### config.mk
export PLATFORM = sky130hd
export DESIGN_NAME = vball_gfx_arb
export DESIGN_NICKNAME = d
export VERILOG_FILES = /design/src/rtl/vball_gfx_arb.sv
export SDC_FILE = /design/constraint.sdc
export NUM_CORES = 1
export LEC_CHECK = 0
export BUFFER_PORTS_ARGS = -buffer_cell sky130_fd_sc_hd__buf_2
export CAP_MARGIN = 15
export CORE_UTILIZATION = 40
export CTS_CLUSTER_DIAMETER = 40
export CTS_CLUSTER_SIZE = 10
export DETAILED_ROUTE_END_ITERATION = 8
export GPL_ROUTABILITY_DRIVEN = 0
export GPL_TIMING_DRIVEN = 0
export PLACE_DENSITY = 0.73
export SLEW_MARGIN = 20
export SYNTH_ARGS = -nofsm -noshare
export SYNTH_HDL_FRONTEND = slang
export SYNTH_SLANG_ARGS = --single-unit
### constraint.sdc
create_clock -name clk_sys -period 5.3 [get_ports clk_sys]
set_input_delay 0.795 -clock clk_sys [delete_from_list [all_inputs] [get_ports clk_sys]]
set_output_delay 0.795 -clock clk_sys [all_outputs]
set_load 0.01 [all_outputs]
### src/rtl/vball_gfx_arb.sv
// vball_gfx_arb
// Shares the single graphics ROM read port between the background tile
// fetcher and the sprite fetcher.
//
// Background side: level-held read with an address tag. The last result is
//   cached under its address. bg_valid is combinational and rises whenever the
//   held address matches the cached tag.
// Sprite side: req/ack handshake. spr_ack is a one-cycle pulse with spr_data.
// ROM side: mem_rd is held high with a stable mem_addr until mem_ack arrives,
//   or until TIMEOUT cycles pass. A timeout aborts the read and sets the
//   sticky mem_timeout flag.
//
// Ports
//   clk_sys                  system clock, rising edge
//   rst_n                    synchronous active-low reset
//   bg_addr/bg_read          background request (level)
//   bg_data/bg_valid         cached background result / hit indication
//   spr_addr/spr_req         sprite request (held until spr_ack)
//   spr_ack/spr_data         sprite completion pulse and data
//   mem_addr/mem_rd          ROM read request
//   mem_ack/mem_data         ROM completion pulse and data
//   mem_timeout              sticky ROM timeout error
module vball_gfx_arb #(
  parameter int AW      = 19,
  parameter int DW      = 8,
  parameter int TIMEOUT = 15
) (
  input  logic          clk_sys,
  input  logic          rst_n,
  input  logic [AW-1:0] bg_addr,
  input  logic          bg_read,
  output logic [DW-1:0] bg_data,
  output logic          bg_valid,
  input  logic [AW-1:0] spr_addr,
  input  logic          spr_req,
  output logic          spr_ack,
  output logic [DW-1:0] spr_data,
  output logic [AW-1:0] mem_addr,
  output logic          mem_rd,
  input  logic          mem_ack,
  input  logic [DW-1:0] mem_data,
  output logic          mem_timeout
);

  localparam int CW = (TIMEOUT > 1) ? $clog2(TIMEOUT) : 1;
  // The final waiting cycle is the one where the counter holds TIMEOUT-1,
  // so mem_rd stays high for exactly TIMEOUT cycles.
  localparam logic [CW-1:0] CNT_LAST = CW'(TIMEOUT - 1);
  localparam logic [CW-1:0] CNT_ONE  = CW'(1);

  typedef enum logic [1:0] {
    IDLE     = 2'd0,
    BG_WAIT  = 2'd1,
    SPR_WAIT = 2'd2
  } state_t;

  state_t        state;
  logic [AW-1:0] cur_addr;
  logic [AW-1:0] bg_tag;
  logic          tag_v;
  logic [CW-1:0] cnt;
  logic          spr_block;

  logic tag_hit;
  logic bg_pend;
  logic spr_pend;

  assign tag_hit  = tag_v && (bg_tag == bg_addr);
  assign bg_pend  = bg_read && !tag_hit;
  // spr_block masks the cycle right after an ack, when the requester is
  // still dropping spr_req, so no duplicate sprite read is issued.
  assign spr_pend = spr_req && !spr_block;
  assign bg_valid = bg_read && tag_hit;

  // Arbitration FSM with all registered outputs.
  always_ff @(posedge clk_sys) begin
    if (!rst_n) begin
      state       <= IDLE;
      mem_rd      <= 1'b0;
      mem_addr    <= {AW{1'b0}};
      cur_addr    <= {AW{1'b0}};
      bg_tag      <= {AW{1'b0}};
      tag_v       <= 1'b0;
      bg_data     <= {DW{1'b0}};
      spr_data    <= {DW{1'b0}};
      spr_ack     <= 1'b0;
      mem_timeout <= 1'b0;
      cnt         <= {CW{1'b0}};
      spr_block   <= 1'b0;
    end else begin
      spr_ack <= 1'b0;
      case (state)
        IDLE: begin
          spr_block <= 1'b0;
          cnt       <= {CW{1'b0}};
          // Background has strict priority, so it can never be starved.
          if (bg_pend) begin
            mem_addr <= bg_addr;
            cur_addr <= bg_addr;
            mem_rd   <= 1'b1;
            state    <= BG_WAIT;
          end else if (spr_pend) begin
            mem_addr <= spr_addr;
            mem_rd   <= 1'b1;
            state    <= SPR_WAIT;
          end else begin
            mem_rd <= 1'b0;
          end
        end
        BG_WAIT: begin
          // The result is stored under the address that was issued. If bg_addr
          // has moved on, the tag misses and IDLE issues a fresh read.
          if (mem_ack) begin
            bg_data <= mem_data;
            bg_tag  <= cur_addr;
            tag_v   <= 1'b1;
            mem_rd  <= 1'b0;
            cnt     <= {CW{1'b0}};
            state   <= IDLE;
          end else if (cnt == CNT_LAST) begin
            bg_data     <= {DW{1'b0}};
            tag_v       <= 1'b0;
            mem_rd      <= 1'b0;
            mem_timeout <= 1'b1;
            cnt         <= {CW{1'b0}};
            state       <= IDLE;
          end else begin
            cnt <= cnt + CNT_ONE;
          end
        end
        SPR_WAIT: begin
          if (mem_ack) begin
            spr_data  <= mem_data;
            spr_ack   <= 1'b1;
            spr_block <= 1'b1;
            mem_rd    <= 1'b0;
            cnt       <= {CW{1'b0}};
            state     <= IDLE;
          end else if (cnt == CNT_LAST) begin
            // Complete the handshake with zero data so the requester never hangs.
            spr_data    <= {DW{1'b0}};
            spr_ack     <= 1'b1;
            spr_block   <= 1'b1;
            mem_rd      <= 1'b0;
            mem_timeout <= 1'b1;
            cnt         <= {CW{1'b0}};
            state       <= IDLE;
          end else begin
            cnt <= cnt + CNT_ONE;
          end
        end
        default: begin
          mem_rd <= 1'b0;
          cnt    <= {CW{1'b0}};
          state  <= IDLE;
        end
      endcase
    end
  end

endmodule

==> impl.org <==
** Run status
- Result of the run :: finished with violations
- The final reports fail on DRC.

** Finish
- The count of cells in the finished layout, fillers not included, comes to 645.
- The number of antenna diodes in the final layout is 0.
- Post-layout net count :: 588
- Relative to the synthesized area, the layout overhead comes to 21.5%.
- Post-route design area :: 4530 µm²
- Post-layout util :: 51.2%
- In the final layout, the share of cells above drive strength 1 is 20.7%.

** Clock network
- The tree is rooted in a sky130_fd_sc_hd__clkbuf_8.
- Number of hold-repair buffers added at the cts stage :: 0
- H-tree Lvls :: 3
- Clock tree synthesis found a total of 84 sinks.
- TritonCTS clock tree :: built
- At the later pin of the worst-skew pair, clock insertion delay measures 0.34 ns.
- The clock passes through at most 2 buffers.
- Number of buffers added by the clock tree synthesis step :: 9
- Setup Fix Bufs, Post-CTS :: 0
- Quantity of gates resized following cts :: 0
- After clock tree synthesis, the clock-pin slew on the worst setup and hold paths is 0.09 ns.

** Synthesis
- Mean area per synthesized cell :: 8.59 µm²
- After technology mapping, the gate count stands at 434.
- For this run, the register share of the synthesized area comes to 45.1%.
- Flops & latches, synth :: 84
- The number of nets in the synthesized netlist is 490.
- After synthesis, the share of flip-flops with an asynchronous set or reset is 0%.
- Number of distinct library cell variants in the gate-level netlist after synthesis :: 36
- Most frequent cell after synthesis :: sky130_fd_sc_hd__dfxtp_1
- The mapped netlist covers 3730 µm².
- Of the post-synthesis cell area, the dominant cell type holds 45.1%.
- Largest area contributor in the synthesized netlist :: sky130_fd_sc_hd__dfxtp_1
- In this run, synthesis inferred 0 flip-flops with an integrated enable.
- Among all flip-flop cells after synthesis, the most frequent one is sky130_fd_sc_hd__dfxtp_1.
- Sorting the synthesized cells by how often they occur yields sky130_fd_sc_hd__dfxtp_1 (84), sky130_fd_sc_hd__nand2_1 (81), sky130_fd_sc_hd__nor2_1 (39), sky130_fd_sc_hd__inv_1 (26).
- The Yosys step of the flow raised 0 warnings.
- Largest cells by area after synthesis :: sky130_fd_sc_hd__dfxtp_1 (45%), sky130_fd_sc_hd__nand2_1 (8.2%), sky130_fd_sc_hd__mux2i_1 (5.4%)

** Run
- Max-cap violation count :: 0

** Timing
- The number of slew-limit violations in the final report came to 0.
- At the pin with the least slew margin, the transition time is 0.881 ns.
- Final period utilization :: 62.1%
- Final period demand of the worst path :: 3.29 ns
- Setup violations remaining at the end of the flow were counted as 0.
- In the final timing run, aggregate negative setup slack is 0 ns.
- The clock arrives with 0.0133 ns of skew.
- Setup repair after global routing left no endpoint under its margin.
- Measured against its own limit, the worst slew margin works out to 40.9%.
- Timing would allow up to 304 MHz.
- Across all hold checks on the routed design, the worst slack comes to 0.450 ns.
- The worst path meets setup with 2.01 ns of slack.
- The final hold violation count came to 0.

** Setup path
- CP startpoint kind :: primary input
- Highest net fanout along the worst path :: 10
- Worst setup EP type :: primary output
- Arrival time of data at the critical path endpoint :: 2.49 ns
- Classification of the worst setup path :: in -> out
- For the worst setup path, the data required time is 4.51 ns.

** Placement
- Counting tap cells, the placed design contains a total of 629 instances.
- # port buffers :: 87
- Setup slack at placement :: 2.06 ns
- Placed wire-length estimate after detailed placement :: 7510 µm
- After detailed placement, the total cell area comes to 4300 µm².

** GRT
- Overflow left after global routing :: 0
- First-pass GRT wire length :: 16,400 µm
- GRT Total Usage :: 21.4%
- Entering global routing, the biggest net connects 16 pins.
- Vias in the first global route :: 3,460
- The number of antenna violations at the first check in global routing is 0.

** Drt
- Post-detailed-route wirelength per cell :: 15.9 µm
- Total DRC errors in the routed layout :: 1
- Average vias per placed instance :: 5.38
- For this block, the via count after detailed routing is 3,473.
- After the first detailed-routing iteration, the DRC count stood at 176.
- Count of nets left with antenna violations after detail routing :: 0
- Final routed wirelength across all metal layers :: 10,200 µm
- Number of iterations in the first detailed-routing pass :: 9

** Power
- Summing internal, switching and leakage power gives 1.52 mW.
- Pwr/cell area :: 335 nW/µm²
- VDD IR-drop max :: 158 µV
- In this run the static leakage power is 1.98 nW.

** Min path
- In this run the worst hold path is classified as reg -> reg.

** Die
- Area enclosed by the die boundary :: 9710 µm²
- The die is 98.5 µm tall.
- The region available for standard cell placement spans 8850 µm².
- Die Span X :: 98.5 µm
- For this design the top-level I/O count stands at 90.
- For this configuration, the core starts out at a cell density of 42.1%.
- Floorplan row count :: 34
==> power by group <==
group / internal, mW / total (mW) / switching (mW) / leakage, nW
Sequential: 0.680 / 0.712 / 0.0321 / 0.687
Combinational: 0.116 / 0.283 / 0.167 / 1.18
Clock: 0.283 / 0.523 / 0.240 / 0.113
Total: 1.08 / 1.52 / 0.440 / 1.98
==> critical path, stage by stage <==
cell	delay [ns]
sky130_fd_sc_hd__buf_2	0.13
sky130_fd_sc_hd__xor2_1	0.17
sky130_fd_sc_hd__nor4_1	0.31
sky130_fd_sc_hd__nand3_1	0.35
sky130_fd_sc_hd__clkbuf_1	0.34
sky130_fd_sc_hd__nor3_1	0.24
sky130_fd_sc_hd__buf_2	0.16
==> cells by family (layout without fill, tap and decap cells) <==
family                   after synthesis  after routing  share of synthesized area (%)
XOR/XNOR                              21             21                           4.94
flip-flops                            84             84                           45.1
buffers and inverters                 56            159                           6.21
adder cells (fa/ha/maj)                5              5                           1.68
AO/OA/AOI/OAI                        105            105                           20.6
multiplexers                          20             20                           5.37
AND/OR/NAND/NOR                      143            143                           16.1
==> routing by layer <==
layer  up-vias  GRT usage (%)  share of wire, %
met1      1610           28.0                45
met5         -              0                 0
met4         0           8.15               1.7
met2       140           35.5                46
li1       1707              -                 -
met3        16           3.76               7.1
==> path summary, 6_finish.rpt <==
kind	slack, ns	to	cells after the start	startpoint
worst min-delay path	0.45	bg_tag[15]$_SDFFE_PN0P_	2	cur_addr[15]$_SDFFE_PN0P_
worst max register to register	3.01	mem_addr[11]$_SDFFE_PN0P_	6	bg_tag[18]$_SDFFE_PN0P_
worst min register to register	0.45	bg_tag[15]$_SDFFE_PN0P_	2	cur_addr[15]$_SDFFE_PN0P_
worst max-delay path	2.01	bg_valid	7	bg_addr[17]
==> state kept, by name (all words and copies together) (netlist names) <==
register / flops
bg_data: 8
bg_tag: 19
cnt: 4
cur_addr: 19
mem_addr: 19
mem_rd: 1
mem_timeout: 1
spr_ack: 1
spr_block: 1
spr_data: 8
state: 2
tag_v: 1
==> cell type report <==
class | count | area [µm²]
tap | 108 | 135
multi-input combinational | 294 | 1810
buffer | 30 | 134
sequential | 84 | 1680
inverter | 26 | 97.6
timing repair buffer | 87 | 435
fill | 854 | 4320
clock buffer | 10 | 138
clock inverter | 6 | 93.8
==> layout by cell type (no fill, tap or decap), types with 6 or more instances in the layout <==
cell type                  instances
sky130_fd_sc_hd__a21oi_1          23
sky130_fd_sc_hd__a221oi_1         18
sky130_fd_sc_hd__a22oi_1          16
sky130_fd_sc_hd__buf_2            89
sky130_fd_sc_hd__clkbuf_1         23
sky130_fd_sc_hd__clkbuf_8         10
sky130_fd_sc_hd__dfxtp_1          84
sky130_fd_sc_hd__inv_1            26
sky130_fd_sc_hd__mux2i_1          20
sky130_fd_sc_hd__nand2_1          81
sky130_fd_sc_hd__nor2_1           39
sky130_fd_sc_hd__o21a_1           13
sky130_fd_sc_hd__o21ai_0           7
sky130_fd_sc_hd__o221ai_1          7
sky130_fd_sc_hd__o41ai_1          13
sky130_fd_sc_hd__or3_1             6
sky130_fd_sc_hd__xor2_1           19
Power figures use the tool's default switching activity.
